**src/rtl/scene_sequencer.sv**
```systemverilog
// Screen ownership controller: sequences MENU/START/PLAY/OVER on frame ticks, gates the game
// logic reset, generates the game-over blink mask and registers the selected colour.
module scene_sequencer #(
  parameter int unsigned BLINK_FRAMES = 30,
  parameter int unsigned OVER_FRAMES  = 300
) (
  input  logic        CLK,
  input  logic        RST_N,
  input  logic        frame_tick,
  input  logic        btn_start,
  input  logic        game_over_evt,
  input  logic [11:0] menu_rgb,
  input  logic [11:0] game_rgb,
  input  logic [11:0] over_rgb,
  output logic [1:0]  scene,
  output logic        game_rst,
  output logic        blink_mask,
  output logic [11:0] rgb_out
);

  typedef enum logic [1:0] {
    StMenu  = 2'd0,
    StStart = 2'd1,
    StPlay  = 2'd2,
    StOver  = 2'd3
  } scene_e;

  // A single-frame blink period still needs a one-bit counter.
  localparam int unsigned BlinkW = (BLINK_FRAMES > 1) ? $clog2(BLINK_FRAMES) : 1;
  localparam int unsigned OverW  = $clog2(OVER_FRAMES);
  localparam logic [BlinkW-1:0] BlinkLast = BlinkW'(BLINK_FRAMES - 1);
  localparam logic [OverW-1:0]  OverLast  = OverW'(OVER_FRAMES - 1);

  scene_e             scene_q, scene_d;
  logic               btn_meta_q, btn_sync_q, btn_prev_q;
  logic               start_pend_q, start_pend_d;
  logic               over_pend_q, over_pend_d;
  logic [BlinkW-1:0]  blink_cnt_q, blink_cnt_d;
  logic [OverW-1:0]   over_cnt_q, over_cnt_d;
  logic               blink_q, blink_d;
  logic               game_rst_q;
  logic [11:0]        rgb_q;
  logic               btn_rise;
  logic               scene_change;

  always_ff @(posedge CLK or negedge RST_N) begin
    if (!RST_N) begin
      btn_meta_q <= 1'b0;
      btn_sync_q <= 1'b0;
      btn_prev_q <= 1'b0;
    end else begin
      btn_meta_q <= btn_start;
      btn_sync_q <= btn_meta_q;
      btn_prev_q <= btn_sync_q;
    end
  end

  assign btn_rise = btn_sync_q & ~btn_prev_q;

  always_comb begin
    scene_d     = scene_q;
    blink_cnt_d = blink_cnt_q;
    over_cnt_d  = over_cnt_q;
    blink_d     = blink_q;
    if (frame_tick) begin
      unique case (scene_q)
        StMenu:  if (start_pend_q) scene_d = StStart;
        StStart: scene_d = StPlay;
        StPlay:  if (over_pend_q) scene_d = StOver;
        StOver: begin
          over_cnt_d = over_cnt_q + 1'b1;
          if (blink_cnt_q == BlinkLast) begin
            blink_cnt_d = '0;
            blink_d     = ~blink_q;
          end else begin
            blink_cnt_d = blink_cnt_q + 1'b1;
          end
          // A pending start beats the timeout on the same tick.
          if (start_pend_q) begin
            scene_d = StStart;
          end else if (over_cnt_q == OverLast) begin
            scene_d = StMenu;
          end
        end
        default: scene_d = StMenu;
      endcase
    end
    // Counters and mask only live while staying in OVER; entry and exit both see them cleared.
    if (scene_d != StOver) begin
      blink_cnt_d = '0;
      over_cnt_d  = '0;
      blink_d     = 1'b0;
    end
  end

  assign scene_change = (scene_d != scene_q);

  always_comb begin
    start_pend_d = (start_pend_q | (btn_rise & ((scene_q == StMenu) | (scene_q == StOver))))
                   & ~scene_change;
    over_pend_d  = (over_pend_q | (game_over_evt & (scene_q == StPlay))) & ~scene_change;
  end

  always_ff @(posedge CLK or negedge RST_N) begin
    if (!RST_N) begin
      scene_q      <= StMenu;
      start_pend_q <= 1'b0;
      over_pend_q  <= 1'b0;
      blink_cnt_q  <= '0;
      over_cnt_q   <= '0;
      blink_q      <= 1'b0;
      game_rst_q   <= 1'b1;
    end else begin
      scene_q      <= scene_d;
      start_pend_q <= start_pend_d;
      over_pend_q  <= over_pend_d;
      blink_cnt_q  <= blink_cnt_d;
      over_cnt_q   <= over_cnt_d;
      blink_q      <= blink_d;
      game_rst_q   <= (scene_d == StMenu) || (scene_d == StStart);
    end
  end

  // Colour follows the current scene with one cycle of latency.
  always_ff @(posedge CLK or negedge RST_N) begin
    if (!RST_N) begin
      rgb_q <= 12'h000;
    end else begin
      unique case (scene_q)
        StMenu:  rgb_q <= menu_rgb;
        StStart: rgb_q <= 12'h000;
        StPlay:  rgb_q <= game_rgb;
        StOver:  rgb_q <= over_rgb;
        default: rgb_q <= 12'h000;
      endcase
    end
  end

  assign scene      = scene_q;
  assign game_rst   = game_rst_q;
  assign blink_mask = blink_q;
  assign rgb_out    = rgb_q;

endmodule
```
**config.mk**
```make
export PLATFORM = sky130hd
export DESIGN_NAME = scene_sequencer
export DESIGN_NICKNAME = d
export VERILOG_FILES = /design/src/rtl/scene_sequencer.sv
export SDC_FILE = /design/constraint.sdc
export NUM_CORES = 1
export LEC_CHECK = 0
export ABC_AREA = 1
export BUFFER_PORTS_ARGS = -buffer_cell sky130_fd_sc_hd__clkbuf_2
export CORE_UTILIZATION = 35
export DETAILED_ROUTE_END_ITERATION = 10
export PLACE_DENSITY = 0.65
export SLEW_MARGIN = 20
export SYNTH_ARGS = -nofsm -noshare
export SYNTH_HDL_FRONTEND = slang
export SYNTH_SLANG_ARGS = --single-unit
```
**constraint.sdc**
```tcl
create_clock -name CLK -period 1.71 [get_ports CLK]
set_input_delay 0.171 -clock CLK [delete_from_list [all_inputs] [get_ports CLK]]
set_output_delay 0.171 -clock CLK [all_outputs]
set_load 0.02 [all_outputs]
```
# Yosys cells after proc, flatten, opt, wreduce, memory -nomap -nowiden
# Cells that the tools add are included.
# Widths: inputs -> output; s select.
# totals
ff_bits	35
input_bits	41
word_cells	58
# classes
add_sub_neg	2
eq_ne	8
n_mux	18
n_bitwise	11
reduce_logical	8
# op_table
cell	count
$pmux 12 s4	1
$mux 9	3
$mux 5	4
$mux 2	5
$add 9x1->9 const B	1
$eq 9x9->1 const B	1
$pmux 2 s4	1
$reduce_bool 2->1	3
$add 5x1->5 const B	1
$and 1x1->1	5
$eq 5x5->1 const B	1
$eq 2x1->1 const B	2
$eq 2x2->1 const B	2
$logic_not 2->1	2
$mux 1	4
$not 1->1	3
$or 1x1->1	3
$reduce_and 3->1	1
$ne 2x2->1	1
$ne 2x2->1 const B	1
$reduce_and 2->1	1
$logic_or 1x1->1	1

# Logic depth before layout (Yosys ltp)
# Gate-level depths: netlist (run 1).
# logic_depth
word_depth	8
ltp_mapped	13
mapped_depth_nobuf	13

# Worst setup path after synthesis (run 1)
# No wires, ideal clock.
# synth_timing
path_type	register to register
from	register scene_q[0], in the netlist scene[0]
to	register blink_q, in the netlist blink_mask
setup_ns	0.065
arrival_time_ns	1.701
t_required_ns	1.645
setup_slack_ns	-0.056
stages_incl_launch_ff	12
path_buffers	1
period_less_slack_ns	1.766
cell_sequence	dfrtp_1 inv_1 ha_1 o21ai_0 nand3_1 nand3_1 nand2_2 inv_2 nor2_4 buf_6 o211ai_1 nand2_1
# synth_between
elab_chain_cells	7
# synth_lines
item	line_no	rtl
start, declared	34	scene_e scene_q, scene_d;
start signal, assigned	106	scene_q <= StMenu;
start signal, assigned	114	scene_q <= scene_d;
$mux 2	81	end else if (over_cnt_q == OverLast) begin
$mux 2	79	if (start_pend_q) begin
$pmux 2 s4	66	unique case (scene_q)
$mux 2 *	65	if (frame_tick) begin
named net scene_d[0]	34	
$ne 2x2->1 *	89	if (scene_d != StOver) begin
$reduce_bool 2->1 (no line)	n/a	
$reduce_and 3->1 (no line)	n/a	
end signal, assigned	119	blink_q <= blink_d;
end, declared	40	logic blink_q, blink_d;
# Mark *: on every way through the listed nets, which the timed path passes. The rest lies on a longest branch.
# A chain may end at the register's enable or synchronous reset.

# Final worst setup path (run 1)
# layout_timing
from	register scene_q[1], in the netlist scene[1]
to	register blink_q, in the netlist blink_mask
# layout_between
elab_chain_cells	7
# layout_lines
item	line_no
$mux 2	81
$mux 2	79
$pmux 2 s4	66
$mux 2	65
$ne 2x2->1	89
$reduce_bool 2->1 (no line)	n/a
$reduce_and 3->1 (no line)	n/a
# Parallel ways exist; a longest one is shown, timed or not.

==> run_results.csv, run 1 <==
group,metric,value,unit
detailed_routing,wl,4.20,mm
critical_path,timing.critical_path.to_type,"flip-flop",
layout,num-nets-final,338,
global_routing,pin_count_of_the_biggest_net_entering_global_routing,28,
logic_synthesis,edff_count_synth,0,
clocking,skew_pair_late_insertion_delay,0.28,ns
global_routing,first_global_vias,1555,
critical_path,timing.critical_path.slowest_cell_delay,0.44,ns
detailed_routing,post-route-drc-count,0,
logic_synthesis,mappedNetlistNets,262,
layout,share_of_post_route_cells_with_drive_strength_above_1,0.381,
sta,post-route-period-util,0.970,
detailed_routing,via_count,1665,
sta,rsz0062_at_grt,"yes",
placed_design,detailed_place_hpwl,3.01,mm
status,status,"completed",
logic_synthesis,ys_warn_count,0,
global_routing,grt_pass1_wl,6.87,mm
placed_design,portBuffers,56,
die,core_area,0.00482,mm^2
global_routing,globalRoute.totalOverflow,0,
sta,timing.final.setup_violations,0,
critical_path,critical-path-slowest-cell,"sky130_fd_sc_hd__dfrtp_2",
global_routing,globalRouteTotalUtil,0.172,
global_routing,antenna_found_initial,0,
clocking,root_buffer,"sky130_fd_sc_hd__clkbuf_8",
placed_design,post_dp_cell_area,0.00220,mm^2
die,die_height,73.3,um
logic_synthesis,synth_seq_cells,35,
pwr,vdd.ir_drop.worst,0.763,mV
clocking,cts_num_sinks,35,
placed_design,gp_congestion,0.946,
die,starting_density_of_the_core,0.369,
critical_path,cp_common_cell,"sky130_fd_sc_hd__nor2_1",
critical_path,crit_required,1.88,ns
critical_path,worstPathMaxFanout,8,
layout,flow.area_growth_from_synthesis,38.8,%
pwr,static-leakage-power,0.00124,uW
sta,report.final.slew_viol_count,0,
die,boundaryPins,57,
clocking,htree_num_levels,2,
logic_synthesis,mappedNetlistArea,0.00178,mm^2
critical_path,crit_path_cell_trace,"buf_4 -> ha_4 -> nor2_1 -> nor2_1 -> nor2_1 -> nand2_1 -> nand2_2 -> nor2_4 -> clkbuf_16 -> o211ai_1 -> nand2_1",
detailed_routing,avgRoutedWirePerCell,11.7,um
logic_synthesis,synth-seq-area-share,0.493,
layout,design_area,0.00247,mm^2
logic_synthesis,synth_cell_type_count,24,
detailed_routing,vias_per_cell,4.65,
sta,layout_min_cycle_time,1.66,ns
sta,slew-limit-headroom,0.559,
sta,timing.clock.skew,0.00706,ns
clocking,worst_setup_hold_path_clk_slew,0.07,ns
logic_synthesis,synth_top_flop_cell,"sky130_fd_sc_hd__dfrtp_1",
hold_path,hold_class,"in2reg",
logic_synthesis,synthesis.instances,214,
die,dieArea,0.00537,mm^2
clocking,cts_inserted_buffers,5,
logic_synthesis,asyncSetResetFlopFracSynth,1.00,
critical_path,criticalPathCategory,"reg2reg",
sta,max_slew.worst_pin.slew,0.661,ns
detailed_routing,drtIter0Drc,77,
critical_path,worstSetupStartpointType,"flip-flop",
sta,achievable-frequency,0.603,GHz
layout,final.fill_count,472,
pwr,cellPowerDensity,1520,mW/mm^2
pwr,total_power,3760,uW
clocking,clock_tree.buffer_depth,2,
clocking,tritoncts,"done",
layout,insertedDiodeCount,0,
critical_path,worst_path_arrival,1.83,ns
logic_synthesis,synth_area_per_cell,8.31,um^2
die,floorplan.die.width,73.3,um
detailed_routing,drt_first_pass_iters,6,
sta,finalHoldViolations,0,
run,drv_cap,0,
detailed_routing,ant_nets,0,
die,floorplan.rows,25,
layout make-up:
type / count / area (um^2) / area share
multi-input combinational: 153 / 881 / 0.357
sequential: 35 / 880 / 0.356
timing repair buffer: 76 / 469 / 0.190
tap: 67 / 83.8 / 0.0340
clock buffer: 7 / 76.3 / 0.0309
inverter: 19 / 73.8 / 0.0299
clock inverter: 1 / 5.00 / 0.00203
power breakdown:
| group | leakage [uW] | switching (uW) | internal, uW |
|---|---|---|---|
| sequential | 0.000449 | 97.7 | 1050 |
| combinational | 0.000749 | 1230 | 806 |
| clock | 0.0000422 | 288 | 286 |
| total | 0.00124 | 1610 | 2140 |
registers in the layout (all words and copies together), names as in the netlist:
| name | flops |
|---|---|
| blink_cnt_q | 5 |
| btn_meta_q | 1 |
| over_cnt_q | 9 |
| blink_mask | 1 |
| btn_prev_q | 1 |
| game_rst | 1 |
| over_pend_q | 1 |
| rgb_out | 12 |
| btn_sync_q | 1 |
| scene | 2 |
| start_pend_q | 1 |
synthesized netlist by cell type, types with 3 or more instances:
master	count	area share
sky130_fd_sc_hd__a21oi_1	26	0.073
sky130_fd_sc_hd__clkbuf_1	4	0.0084
sky130_fd_sc_hd__dfrtp_1	34	0.48
sky130_fd_sc_hd__ha_1	7	0.049
sky130_fd_sc_hd__inv_1	15	0.032
sky130_fd_sc_hd__inv_2	4	0.0084
sky130_fd_sc_hd__nand2_1	44	0.093
sky130_fd_sc_hd__nand2_2	3	0.011
sky130_fd_sc_hd__nand3_1	13	0.037
sky130_fd_sc_hd__nand3b_1	3	0.013
sky130_fd_sc_hd__nand4_1	6	0.021
sky130_fd_sc_hd__nor2_1	30	0.063
sky130_fd_sc_hd__o21ai_0	6	0.017
sky130_fd_sc_hd__xor2_1	7	0.034
final timing paths:
path | from | to | slack, ns | depth (start not counted)
max | scene[1] | blink_mask | 0.05 | 11
min | game_rgb[10] | rgb_out[10] | 0.11 | 3
max reg2reg | scene[1] | blink_mask | 0.05 | 11
min reg2reg | btn_meta_q | btn_sync_q | 0.36 | 0
max in group asynchronous | RST_N | rgb_out[5] | 0.67 | 3
min in group asynchronous | RST_N | over_cnt_q[1] | 0.45 | 2
cells by family after synthesis:
logic type | synth area share
DFF | 0.493
xor gates and xnor gates | 0.0394
buffers and inverters | 0.0605
adders and majority gates | 0.0493
AOI/OAI and AO/OA | 0.103
and+or+nand+nor | 0.255
cell usage in the layout (no fill, tap or decap), types with 4 or more instances in the layout:
| cell | netlist | routed |
|---|---|---|
| sky130_fd_sc_hd__inv_2 | 4 | 5 |
| sky130_fd_sc_hd__clkbuf_2 | 0 | 56 |
| sky130_fd_sc_hd__nor2_1 | 30 | 28 |
| sky130_fd_sc_hd__inv_1 | 15 | 13 |
| sky130_fd_sc_hd__buf_4 | 0 | 15 |
| sky130_fd_sc_hd__xor2_1 | 7 | 7 |
| sky130_fd_sc_hd__nand4_1 | 6 | 6 |
| sky130_fd_sc_hd__nand2_2 | 3 | 4 |
| sky130_fd_sc_hd__a21oi_1 | 26 | 26 |
| sky130_fd_sc_hd__nand2_1 | 44 | 42 |
| sky130_fd_sc_hd__clkbuf_8 | 0 | 5 |
| sky130_fd_sc_hd__o21ai_2 | 0 | 4 |
| sky130_fd_sc_hd__dfrtp_1 | 34 | 32 |
| sky130_fd_sc_hd__nand3_1 | 13 | 10 |
stage by stage:
step	setup TNS [ns]	hold slack, ns	utilization	setup slack [ns]	instances
after global placement	-0.0897	0.237	0.457	-0.0238	342
after CTS	0	0.103	0.482	0.00682	353
after global routing	-0.604	0.118	0.512	-0.0647	358
after detailed placement	-0.465	0.241	0.457	-0.0879	342
after floorplan	0	-0.125	-	0.0132	214
final	0	0.114	0.512	0.0508	358
worst max-delay path, delay by kind of cell (launching register included):
| kind | cells | cell delay, ns |
|---|---|---|
| simple gates | 7 | 0.55 |
| compound gates | 1 | 0.07 |
| fa+ha+maj | 1 | 0.16 |
| flops | 1 | 0.44 |
| buf+inv | 2 | 0.30 |
metal layers:
metal | track usage | share of wire
met2 | 0.281 | 0.49
met5 | 0 | 0
met3 | 0.0439 | 0.056
met1 | 0.214 | 0.44
met4 | 0.0784 | 0.016
repair_timing:
action / CTS / global route
gates cloned: 0 / 1
buffers inserted: 1 / 4
gates resized for setup: 0 / 28
setup endpoints to repair: 10 / 17
hold buffers: 2 / 0
pin swaps: 1 / 5
endpoints found under the hold margin: 26 / 0
Power figures use the tool's default switching activity.
==> run 2, diff against run 1 <==
--- a/config.mk
+++ b/config.mk
@@ -9,2 +9,3 @@
 export BUFFER_PORTS_ARGS = -buffer_cell sky130_fd_sc_hd__clkbuf_2
+export CAP_MARGIN = 0
 export CORE_UTILIZATION = 35
==> constraint.sdc (replaced) <==
create_clock -name CLK -period 1.71 [get_ports CLK]
set_input_delay 0.2565 -clock CLK [delete_from_list [all_inputs] [get_ports CLK]]
set_output_delay 0.2565 -clock CLK [all_outputs]
set_load 0.02 [all_outputs]
==> run_results.csv, run 2 (synthesis results as in run 1) <==
group,metric,value,unit
die,floorplan.die.width,73.3,um
placed_design,detailed_place_hpwl,3.02,mm
sta,post-route-period-util,0.980,
pwr,pwr-share-clk,0.166,
global_routing,pin_count_of_the_biggest_net_entering_global_routing,21,
sta,slew-limit-headroom,0.678,
placed_design,place.detailed.instances,343,
global_routing,met3_usage,0.0562,
placed_design,portBuffers,56,
global_routing,globalRouteTotalUtil,0.171,
die,dieArea,0.00537,mm^2
critical_path,critical-path-slowest-cell,"sky130_fd_sc_hd__dfrtp_2",
layout,share_of_post_route_cells_with_drive_strength_above_1,0.382,
detailed_routing,ant_nets,0,
clocking,root_buffer,"sky130_fd_sc_hd__clkbuf_8",
clocking,skew_pair_late_insertion_delay,0.28,ns
sta,whs,0.0821,ns
layout,final_common_cell,"sky130_fd_sc_hd__clkbuf_2",
critical_path,family_of_cells_with_the_greatest_summed_delay_on_the_critical_path,"simple AND/OR/NAND/NOR gates",
hold_path,worst_hold_path.endpoint,"btn_meta_q",
sta,timing.clock.skew,0.00380,ns
pwr,static-leakage-power,0.00125,uW
layout,flow.area_growth_from_synthesis,40.7,%
sta,layout_setup_ws,0.0342,ns
layout,max_reg_flops,12,
critical_path,cp_common_cell,"sky130_fd_sc_hd__nand2_1",
layout,final.fill_count,479,
detailed_routing,wl,4.27,mm
global_routing,grt_pass1_wl,7.03,mm
hold_path,hold_class,"in2reg",
detailed_routing,drtIter0Drc,53,
pwr,internal-power,2280,uW
pwr,sw_frac_of_total,0.415,
critical_path,startpoint,"scene[1]",
critical_path,crit_path_cell_trace,"ha_2 -> nand2_1 -> nor3_2 -> nand2_1 -> nor2_2 -> nand2_1 -> xor2_1 -> nor2_1",
hold_path,worst_hold_startpoint,"btn_start",
placed_design,dpl_ws,-0.104,ns
critical_path,worstPathMaxFanout,4,
layout,layoutNonFillerInstCount,360,
pwr,netSwitchingPower,1620,uW
die,boundaryPins,57,
hold_path,hold-path-cell-count,1,
die,die_height,73.3,um
status,status,"completed",
global_routing,gr-usage-met1,0.216,
clocking,clock_tree.buffer_depth,2,
pwr,pwr-share-seq,0.300,
clocking,worst_setup_hold_path_clk_slew,0.07,ns
global_routing,groute.layer.met2.usage,0.280,
layout,insertedDiodeCount,0,
critical_path,r2r_setup_slack,0.03,ns
sta,finalHoldViolations,0,
sta,rsz0062_at_grt,"yes",
critical_path,worstSetupStartpointType,"flip-flop",
critical_path,timing.rr.start,"scene[1]",
detailed_routing,via_count,1650,
clocking,htree_num_levels,2,
critical_path,criticalPathCategory,"reg2reg",
critical_path,critPathBufInv,0,
die,floorplan.rows,25,
detailed_routing,post-route-drc-count,0,
global_routing,antenna_found_initial,0,
sta,timing.final.setup_violations,0,
critical_path,timing.critical_path.to_type,"flip-flop",
critical_path,timing.reg2reg.worst_path_depth,8,
critical_path,crit-reg2reg-capture,"over_cnt_q[7]",
run,drv_cap,0,
critical_path,timing.critical_path.slowest_cell_delay,0.45,ns
clocking,tritoncts,"done",
layout,layout.cells.most_common_list,"56 x sky130_fd_sc_hd__clkbuf_2, 42 x sky130_fd_sc_hd__nand2_1, 32 x sky130_fd_sc_hd__dfrtp_1, 29 x sky130_fd_sc_hd__nor2_1, 26 x sky130_fd_sc_hd__a21oi_1",
detailed_routing,drt_first_pass_iters,4,
sta,layout_min_cycle_time,1.68,ns
sta,achievable-frequency,0.597,GHz
die,starting_density_of_the_core,0.369,
pwr,cellPowerDensity,1560,mW/mm^2
global_routing,first_global_vias,1660,
critical_path,worst_path_arrival,1.88,ns
clocking,cts_num_sinks,35,
detailed_routing,vias_per_cell,4.58,
detailed_routing,avgRoutedWirePerCell,11.9,um
layout,num-nets-final,340,
global_routing,busiest_layer,"met2",
die,core_area,0.00482,mm^2
clocking,cts_inserted_buffers,5,
pwr,vdd.ir_drop.worst,0.836,mV
placed_design,gp_congestion,0.956,
global_routing,globalRoute.totalOverflow,0,
sta,report.final.slew_viol_count,0,
sta,max_slew.worst_pin.slew,0.483,ns
pwr,comb_power_share,0.533,
critical_path,crit_required,1.91,ns
## run 2: cell count changes in the layout (fill, tap and decap cells not counted), moves of 2 or more
cell | previous run | this run
sky130_fd_sc_hd__clkbuf_8 | 5 | 7
sky130_fd_sc_hd__buf_4 | 15 | 17
sky130_fd_sc_hd__o21ai_1 | 1 | 5
sky130_fd_sc_hd__o21ai_2 | 4 | 1
## run 2: what timing repair did
action                                  4_1_cts  5_1_grt
endpoints found under the hold margin        17        0
hold buffers                                  1        0
pin swaps                                     1       11
endpoints found under the setup margin       11       17
buffers inserted                              2        5
gates resized for setup                       1       27
gates cloned                                  0        1
## run 2: per-stage QoR
step | utilization | cell area, um^2 | setup TNS [ns] | power (uW)
after global routing | 0.519 | 2500 | -0.698 | 4200
final | 0.519 | 2500 | 0 | 3890
after global placement | 0.459 | 2210 | -0.102 | 2850
after detailed placement | 0.459 | 2210 | -0.447 | 2870
after CTS | 0.488 | 2350 | 0 | 3620
after floorplan | - | 1780 | 0 | 2280
## run 2: power by group through the flow
| stage | Combinational [uW] | Clock, uW | Sequential (uW) |
|---|---|---|---|
| finish | 2080 | 648 | 1170 |
| global route | 2310 | 700 | 1190 |
| CTS | 1810 | 662 | 1150 |
| detailed placement | 1710 | 0 | 1160 |
| global placement | 1700 | 0 | 1150 |
| floorplan | 897 | 0 | 1380 |
## run 2: cell type report
cell class                 instances  area (um^2)  share of cell area
sequential                        35          880               0.352
multi-input combinational        153          877               0.350
timing repair buffer              78          485               0.194
clock buffer                       8          100              0.0400
tap                               67         83.8              0.0335
inverter                          19         76.3              0.0305
## run 2: worst register-to-register path, stage by stage (launching register included)
cell	delay, ns
sky130_fd_sc_hd__dfrtp_2	0.45
sky130_fd_sc_hd__ha_2	0.25
sky130_fd_sc_hd__nand2_1	0.10
sky130_fd_sc_hd__nor3_2	0.19
sky130_fd_sc_hd__nand2_1	0.13
sky130_fd_sc_hd__nor2_2	0.15
sky130_fd_sc_hd__nand2_1	0.08
sky130_fd_sc_hd__xor2_1	0.14
sky130_fd_sc_hd__nor2_1	0.11
## run 2: how the worst max path moves through the flow
| stage | to | slack, ns | depth (start not counted) |
|---|---|---|---|
| 2_1_floorplan | blink_mask | 0.01 | 11 |
| 3_3_place_gp | blink_cnt_q[1] | -0.03 | 10 |
| 3_5_place_dp | over_cnt_q[6] | -0.10 | 10 |
| 4_1_cts | over_cnt_q[7] | 0.02 | 8 |
| 5_1_grt | over_cnt_q[7] | -0.08 | 8 |
| 6_report | over_cnt_q[7] | 0.03 | 8 |
## run 2: per-layer routing
metal,up-vias,wire length (um)
met1,746,1920
met3,2,253
li1,848,-
met2,54,2080
met4,0,15
met5,-,0
